**config.mk**
```make
export PLATFORM = sky130hd
export DESIGN_NAME = lru_alloc
export DESIGN_NICKNAME = d
export VERILOG_FILES = /design/src/rtl/lru_alloc.sv
export SDC_FILE = /design/constraint.sdc
export NUM_CORES = 1
export LEC_CHECK = 0
export BUFFER_PORTS_ARGS = -buffer_cell sky130_fd_sc_hd__buf_2
export CORE_MARGIN = 3
export CORE_UTILIZATION = 55
export DETAILED_ROUTE_END_ITERATION = 7
export GPL_TIMING_DRIVEN = 0
export PLACE_DENSITY = 0.73
export SLEW_MARGIN = 40
export SYNTH_ARGS = -nofsm -noshare
export SYNTH_HDL_FRONTEND = slang
export SYNTH_SLANG_ARGS = --single-unit
```
**constraint.sdc**
```tcl
create_clock -name clk -period 6.05 [get_ports clk]
set_input_delay 0.3025 -clock clk [delete_from_list [all_inputs] [get_ports clk]]
set_output_delay 0.3025 -clock clk [all_outputs]
set_load 0.01 [all_outputs]
```
**src/rtl/lru_alloc.sv**
```systemverilog
// lru_alloc: true-LRU rank tracker with a single-entry victim allocator.
// Each entry carries a rank (0 = most recently used, LENGTH-1 = least
// recently used) that always forms a permutation, plus a valid bit.
// Victims are offered through a valid/yumi handshake with one cycle of latency.
module lru_alloc #(
    parameter int LENGTH = 8
) (
    input  logic                      clk,
    input  logic                      rst,
    input  logic                      touch_i,
    input  logic [$clog2(LENGTH)-1:0] touch_idx_i,
    input  logic                      inv_i,
    input  logic [$clog2(LENGTH)-1:0] inv_idx_i,
    input  logic                      alloc_req_i,
    output logic                      alloc_v_o,
    output logic [$clog2(LENGTH)-1:0] alloc_idx_o,
    input  logic                      alloc_yumi_i,
    output logic [$clog2(LENGTH)-1:0] lru_idx_o,
    output logic                      full_o
);

    localparam int W = $clog2(LENGTH);

    localparam logic [0:0] IDLE  = 1'b0;
    localparam logic [0:0] OFFER = 1'b1;

    logic [0:0]        state_q;
    logic [W-1:0]      rank_q [LENGTH];
    logic [W-1:0]      rank_d [LENGTH];
    logic [LENGTH-1:0] valid_q;
    logic [LENGTH-1:0] valid_d;
    logic [W-1:0]      alloc_idx_q;

    logic              commit;
    logic              upd_en;
    logic              upd_promote;
    logic [W-1:0]      upd_idx;
    logic [W-1:0]      upd_rank;
    logic [W-1:0]      lru_idx;
    logic [W-1:0]      victim_idx;
    logic              victim_found;

    // A commit only counts when no invalidate claims the rank update this cycle;
    // a pre-empted commit leaves the offer standing.
    assign commit = (state_q == OFFER) && alloc_yumi_i && !inv_i;

    assign alloc_v_o   = (state_q == OFFER);
    assign alloc_idx_o = alloc_idx_q;
    assign lru_idx_o   = lru_idx;
    assign full_o      = &valid_q;

    // Locate the entry holding the oldest rank.
    always_comb begin
        lru_idx = '0;
        for (int i = 0; i < LENGTH; i++) begin
            if (rank_q[i] == W'(LENGTH - 1)) begin
                lru_idx = W'(i);
            end
        end
    end

    // Prefer the lowest-numbered free entry; fall back to the LRU entry when full.
    always_comb begin
        victim_idx   = lru_idx;
        victim_found = 1'b0;
        for (int i = 0; i < LENGTH; i++) begin
            if (!victim_found && !valid_q[i]) begin
                victim_idx   = W'(i);
                victim_found = 1'b1;
            end
        end
    end

    // Pick the single rank operation for this cycle: invalidate, then commit, then touch.
    always_comb begin
        upd_en      = 1'b0;
        upd_promote = 1'b0;
        upd_idx     = '0;
        if (inv_i) begin
            upd_en      = 1'b1;
            upd_promote = 1'b0;
            upd_idx     = inv_idx_i;
        end else if (commit) begin
            upd_en      = 1'b1;
            upd_promote = 1'b1;
            upd_idx     = alloc_idx_q;
        end else if (touch_i) begin
            upd_en      = 1'b1;
            upd_promote = 1'b1;
            upd_idx     = touch_idx_i;
        end
        upd_rank = rank_q[upd_idx];
    end

    // Apply the chosen promote/demote to every entry's rank and valid bit.
    always_comb begin
        valid_d = valid_q;
        for (int i = 0; i < LENGTH; i++) begin
            rank_d[i] = rank_q[i];
            if (upd_en) begin
                if (upd_idx == W'(i)) begin
                    if (upd_promote) begin
                        rank_d[i] = '0;
                        if (commit) begin
                            valid_d[i] = 1'b1;
                        end
                    end else begin
                        rank_d[i]  = W'(LENGTH - 1);
                        valid_d[i] = 1'b0;
                    end
                end else if (upd_promote && (rank_q[i] < upd_rank)) begin
                    rank_d[i] = rank_q[i] + W'(1);
                end else if (!upd_promote && (rank_q[i] > upd_rank)) begin
                    rank_d[i] = rank_q[i] - W'(1);
                end
            end
        end
    end

    // Rank and valid state registers; reset restores the identity ordering.
    always_ff @(posedge clk) begin
        if (rst) begin
            for (int i = 0; i < LENGTH; i++) begin
                rank_q[i] <= W'(i);
            end
            valid_q <= '0;
        end else begin
            for (int i = 0; i < LENGTH; i++) begin
                rank_q[i] <= rank_d[i];
            end
            valid_q <= valid_d;
        end
    end

    // Offer handshake: capture the victim on entry to OFFER and hold it until committed.
    always_ff @(posedge clk) begin
        if (rst) begin
            state_q     <= IDLE;
            alloc_idx_q <= '0;
        end else begin
            case (state_q)
                IDLE: begin
                    if (alloc_req_i) begin
                        state_q     <= OFFER;
                        alloc_idx_q <= victim_idx;
                    end
                end
                OFFER: begin
                    if (commit) begin
                        state_q <= IDLE;
                    end
                end
                default: begin
                    state_q <= IDLE;
                end
            endcase
        end
    end

endmodule

```
==> results_tabular.tex <==
\begin{tabular}{lr}
\hline
Metric & Value \\
\hline
\multicolumn{2}{l}{\textbf{Global routing}} \\
Largest net degree at the start of global routing & 11 \\
Antenna violations before repair & 0 \\
Total routing usage reported by global routing & 0.3086 \\
Global-route wire length before repair & 17630 um \\
Number of global-route vias before repair & 3591 \\
Overall overflow remaining after global route & 0 \\
\multicolumn{2}{l}{\textbf{STA}} \\
Worst Setup Slack, final & 1.159 ns \\
Count of final max-slew check failures & 0 \\
Worst-case headroom to the max-slew limit & 0.4774 \\
Final setup TNS & 0 ns \\
Number of endpoints with negative hold slack in the final report & 0 \\
Hold WS & 0.2902 ns \\
Setup-violating endpoint count in the final report & 0 \\
Clock skew after layout & 0.006871 ns \\
Slew at the pin closest to its max-slew limit & 0.7796 ns \\
Part of the cycle the worst path needs & 0.8085 \\
Setup repair after global routing missed its margin & no \\
Min Clock Period, post-route & 4.891 ns \\
Maximum clock frequency & 204.4 MHz \\
\multicolumn{2}{l}{\textbf{Route}} \\
Total wire length after detailed routing & 11090 um \\
Via count of the routed design & 3830 \\
Initial DRC count & 416 \\
Number of nets still failing antenna checks after routing & 0 \\
First-pass detailed-route iteration total & 5 \\
Remaining routing DRC violations & 0 \\
Detailed-route vias per instance & 6.815 \\
Average wire length per cell after detail routing & 19.74 um \\
\multicolumn{2}{l}{\textbf{Clocking}} \\
Number of hold buffers added after CTS & 0 \\
Clock root buffer & clkbuf\_8 \\
Count of buffers added by post-CTS timing repair for setup & 0 \\
CTS tree & built \\
Clk\_lat worst skew & 0.30 ns \\
Depth of the CTS H-tree & 2 \\
Maximum root-to-sink buffer count & 2 \\
Post-CTS clock slew at the launch and capture registers of the worst setup and hold paths & 0.08 ns \\
Sinks on Clock Net & 36 \\
Post-CTS Resized & 0 \\
Clock buffer count from CTS & 5 \\
\multicolumn{2}{l}{\textbf{Power and ir drop}} \\
Maximum ir drop on the vdd rail & 0.2576 mV \\
Leakage power of the design & 1.504 nW \\
Total power & 1.649 mW \\
Power per Cell Area & 439.1 nW/um\^{}2 \\
\multicolumn{2}{l}{\textbf{Placed design}} \\
PortBufs & 17 \\
Final weighted congestion in routability-driven placement & 0.9704 \\
DPL Wire Length & 8098 um \\
Post-Place Setup Slack & 1.234 ns \\
Area after detailed placement & 3665 um\^{}2 \\
Post-placement cell count & 554 \\
\multicolumn{2}{l}{\textbf{Synthesis}} \\
Total nets after synthesis & 497 \\
Primary flip-flop cell chosen by synthesis mapping & dfxtp\_1 \\
Synth cell types & 63 \\
Share of synthesized registers carrying an async set or reset & 0 \\
Syn\_area\_per\_cell & 7.507 um\^{}2 \\
Sequential-to-total area share from yosys stat & 0.2082 \\
Basic-gate share of the synthesized area counting and, or, nand and nor cells & 0.2477 \\
Synth warn & 0 \\
Cell Area, Synth & 3461 um\^{}2 \\
Largest family of logic cells by synthesized area & compound AO/OA/AOI/OAI gates \\
Flop and latch count out of synthesis & 36 \\
Xor and xnor area share after synthesis & 0.03290 \\
Fraction of the mapped netlist area in compound gates & 0.2914 \\
Post-synth EDFFs & 0 \\
Number of instances in the synthesized netlist & 461 \\
Fraction of synthesized area in multiplexers & 0.05061 \\
Area share of fa/ha/maj cells after synthesis & 0.1041 \\
\multicolumn{2}{l}{\textbf{Worst setup path}} \\
Capture instance of the worst register-to-register path & rank\_q[7][2] \\
CP startpoint kind & register \\
Critical path arrival & 5.07 ns \\
Maximum fanout along the worst path & 10 \\
Setup CP Type & register to register \\
Worst reg2reg path depth & 18 \\
Critical Path Sink Type & register \\
Data required time of the worst path & 6.23 ns \\
Worst setup slack for register-to-register paths & 1.16 ns \\
Worst setup path startpoint & alloc\_v\_o \\
Startpoint of the worst-slack reg-to-reg timing path & alloc\_v\_o \\
\multicolumn{2}{l}{\textbf{Finish}} \\
Final std cell area, no fill & 3755 um\^{}2 \\
Layout cells sized above 1 & 0.09240 \\
Register Area & 720.7 um\^{}2 \\
Net count of the finished layout & 522 \\
Final Non-Filler Cells & 562 \\
Area used by multi-input combinational logic & 2535 um\^{}2 \\
Util after Layout & 0.6268 \\
Number of fill cells & 549 \\
Number of antenna repair diodes & 0 \\
Signed area change from the synthesized netlist to the final layout & 8.496\% \\
\multicolumn{2}{l}{\textbf{Hold path}} \\
Class of the worst hold path & input port to register \\
Hold wc startpoint & alloc\_req\_i \\
Hold endpoint & alloc\_v\_o \\
Min-Delay Path Depth & 3 \\
\multicolumn{2}{l}{\textbf{Floorplanning}} \\
Die ar. & 7280 um\^{}2 \\
Die height & 85.33 um \\
Die boundary width & 85.33 um \\
I/O pins & 20 \\
Standard cell core area & 5991 um\^{}2 \\
Effective utilization at floorplan & 0.5777 \\
Standard-cell rows & 28 \\
\multicolumn{2}{l}{\textbf{Run status}} \\
Run status & complete, no violations \\
\multicolumn{2}{l}{\textbf{Flow run}} \\
Max-Cap Viols & 0 \\
\hline
\end{tabular}
## sequential cells by signal, indices dropped and copies added, names as in the netlist
register and count:
rank_q 24, alloc_v_o 1, alloc_idx_o 3, valid_q 8
## cells by family after synthesis
| group | count (synthesis) |
|---|---|
| flip-flops | 36 |
| AO/OA/AOI/OAI | 137 |
| AND/OR/NAND/NOR | 181 |
| multiplexers | 17 |
| XOR/XNOR | 13 |
| adder cells (fa/ha/maj) | 24 |
| buffers and inverters | 53 |
## power by group
group	leakage (nW)	switching (mW)	total [mW]	internal (mW)
clock network	0.0455	0.0922	0.185	0.0930
registers	0.296	0.134	0.440	0.306
logic	1.16	0.573	1.02	0.450
## synthesized netlist by cell type, types with 9 or more instances
library cell   n  area share
clkbuf_1      17       0.018
nand3_1       28       0.040
a21oi_1       22       0.032
mux2i_1       13       0.038
nand2_1       57       0.062
nor3_1        20       0.029
o2111ai_1      9       0.023
ha_1          16       0.058
inv_1         26       0.028
a31oi_1       13       0.024
o21ai_0       18       0.026
xnor2_1        9       0.023
dfxtp_1       36        0.21
nor2_1        37       0.040
o211ai_1      12       0.026
## routing by layer
layer / vias up / GRT usage / wire length [um]
met5: - / 0 / 0
met4: 0 / 0.1813 / 549
met3: 46 / 0.05243 / 957
met2: 221 / 0.4774 / 5025
met1: 1784 / 0.4020 / 4561
li1: 1779 / - / -
## cell type report
class / instances / area share
clock buffer: 8 / 0.02399
sequential: 36 / 0.1919
inverter: 27 / 0.02699
multi-input combinational: 372 / 0.6751
tap: 75 / 0.02499
timing repair buffer: 18 / 0.02399
buffer: 26 / 0.03299
## placed cells by master, fill, tap and decap left out, types with 13 or more instances in the layout
| cell type | n |
|---|---|
| inv_1 | 26 |
| nor3_1 | 18 |
| dfxtp_1 | 36 |
| clkbuf_1 | 19 |
| mux2i_1 | 13 |
| ha_1 | 16 |
| nand3_1 | 28 |
| nor2_1 | 37 |
| nand2_1 | 57 |
| buf_2 | 20 |
| o21ai_0 | 17 |
| a21oi_1 | 22 |
## how the worst max path moves through the flow
stage | end | cells after the start | slack, ns
6_report | rank_q[7][2] | 18 | 1.16
5_1_grt | rank_q[7][2] | 18 | 0.89
4_1_cts | rank_q[7][2] | 18 | 1.24
3_5_place_dp | rank_q[7][2] | 16 | 1.23
3_3_place_gp | rank_q[7][2] | 18 | 0.63
2_1_floorplan | rank_q[4][2] | 19 | 1.72
## worst max-delay path, stage by stage, from the launching register on
cell,delay (ns)
dfxtp_1,0.32
buf_6,0.13
a221o_1,0.36
nand3_1,0.12
clkbuf_1,0.43
buf_1,0.39
nand2_1,0.10
o211ai_1,0.10
o21ai_0,0.15
o21ai_2,0.54
ha_1,0.26
inv_1,0.05
o2111ai_1,0.21
nand3_1,0.21
fa_1,0.59
nor4b_1,0.18
mux2_2,0.27
nor3_1,0.21
o221ai_1,0.15
Power figures use the tool's default switching activity.
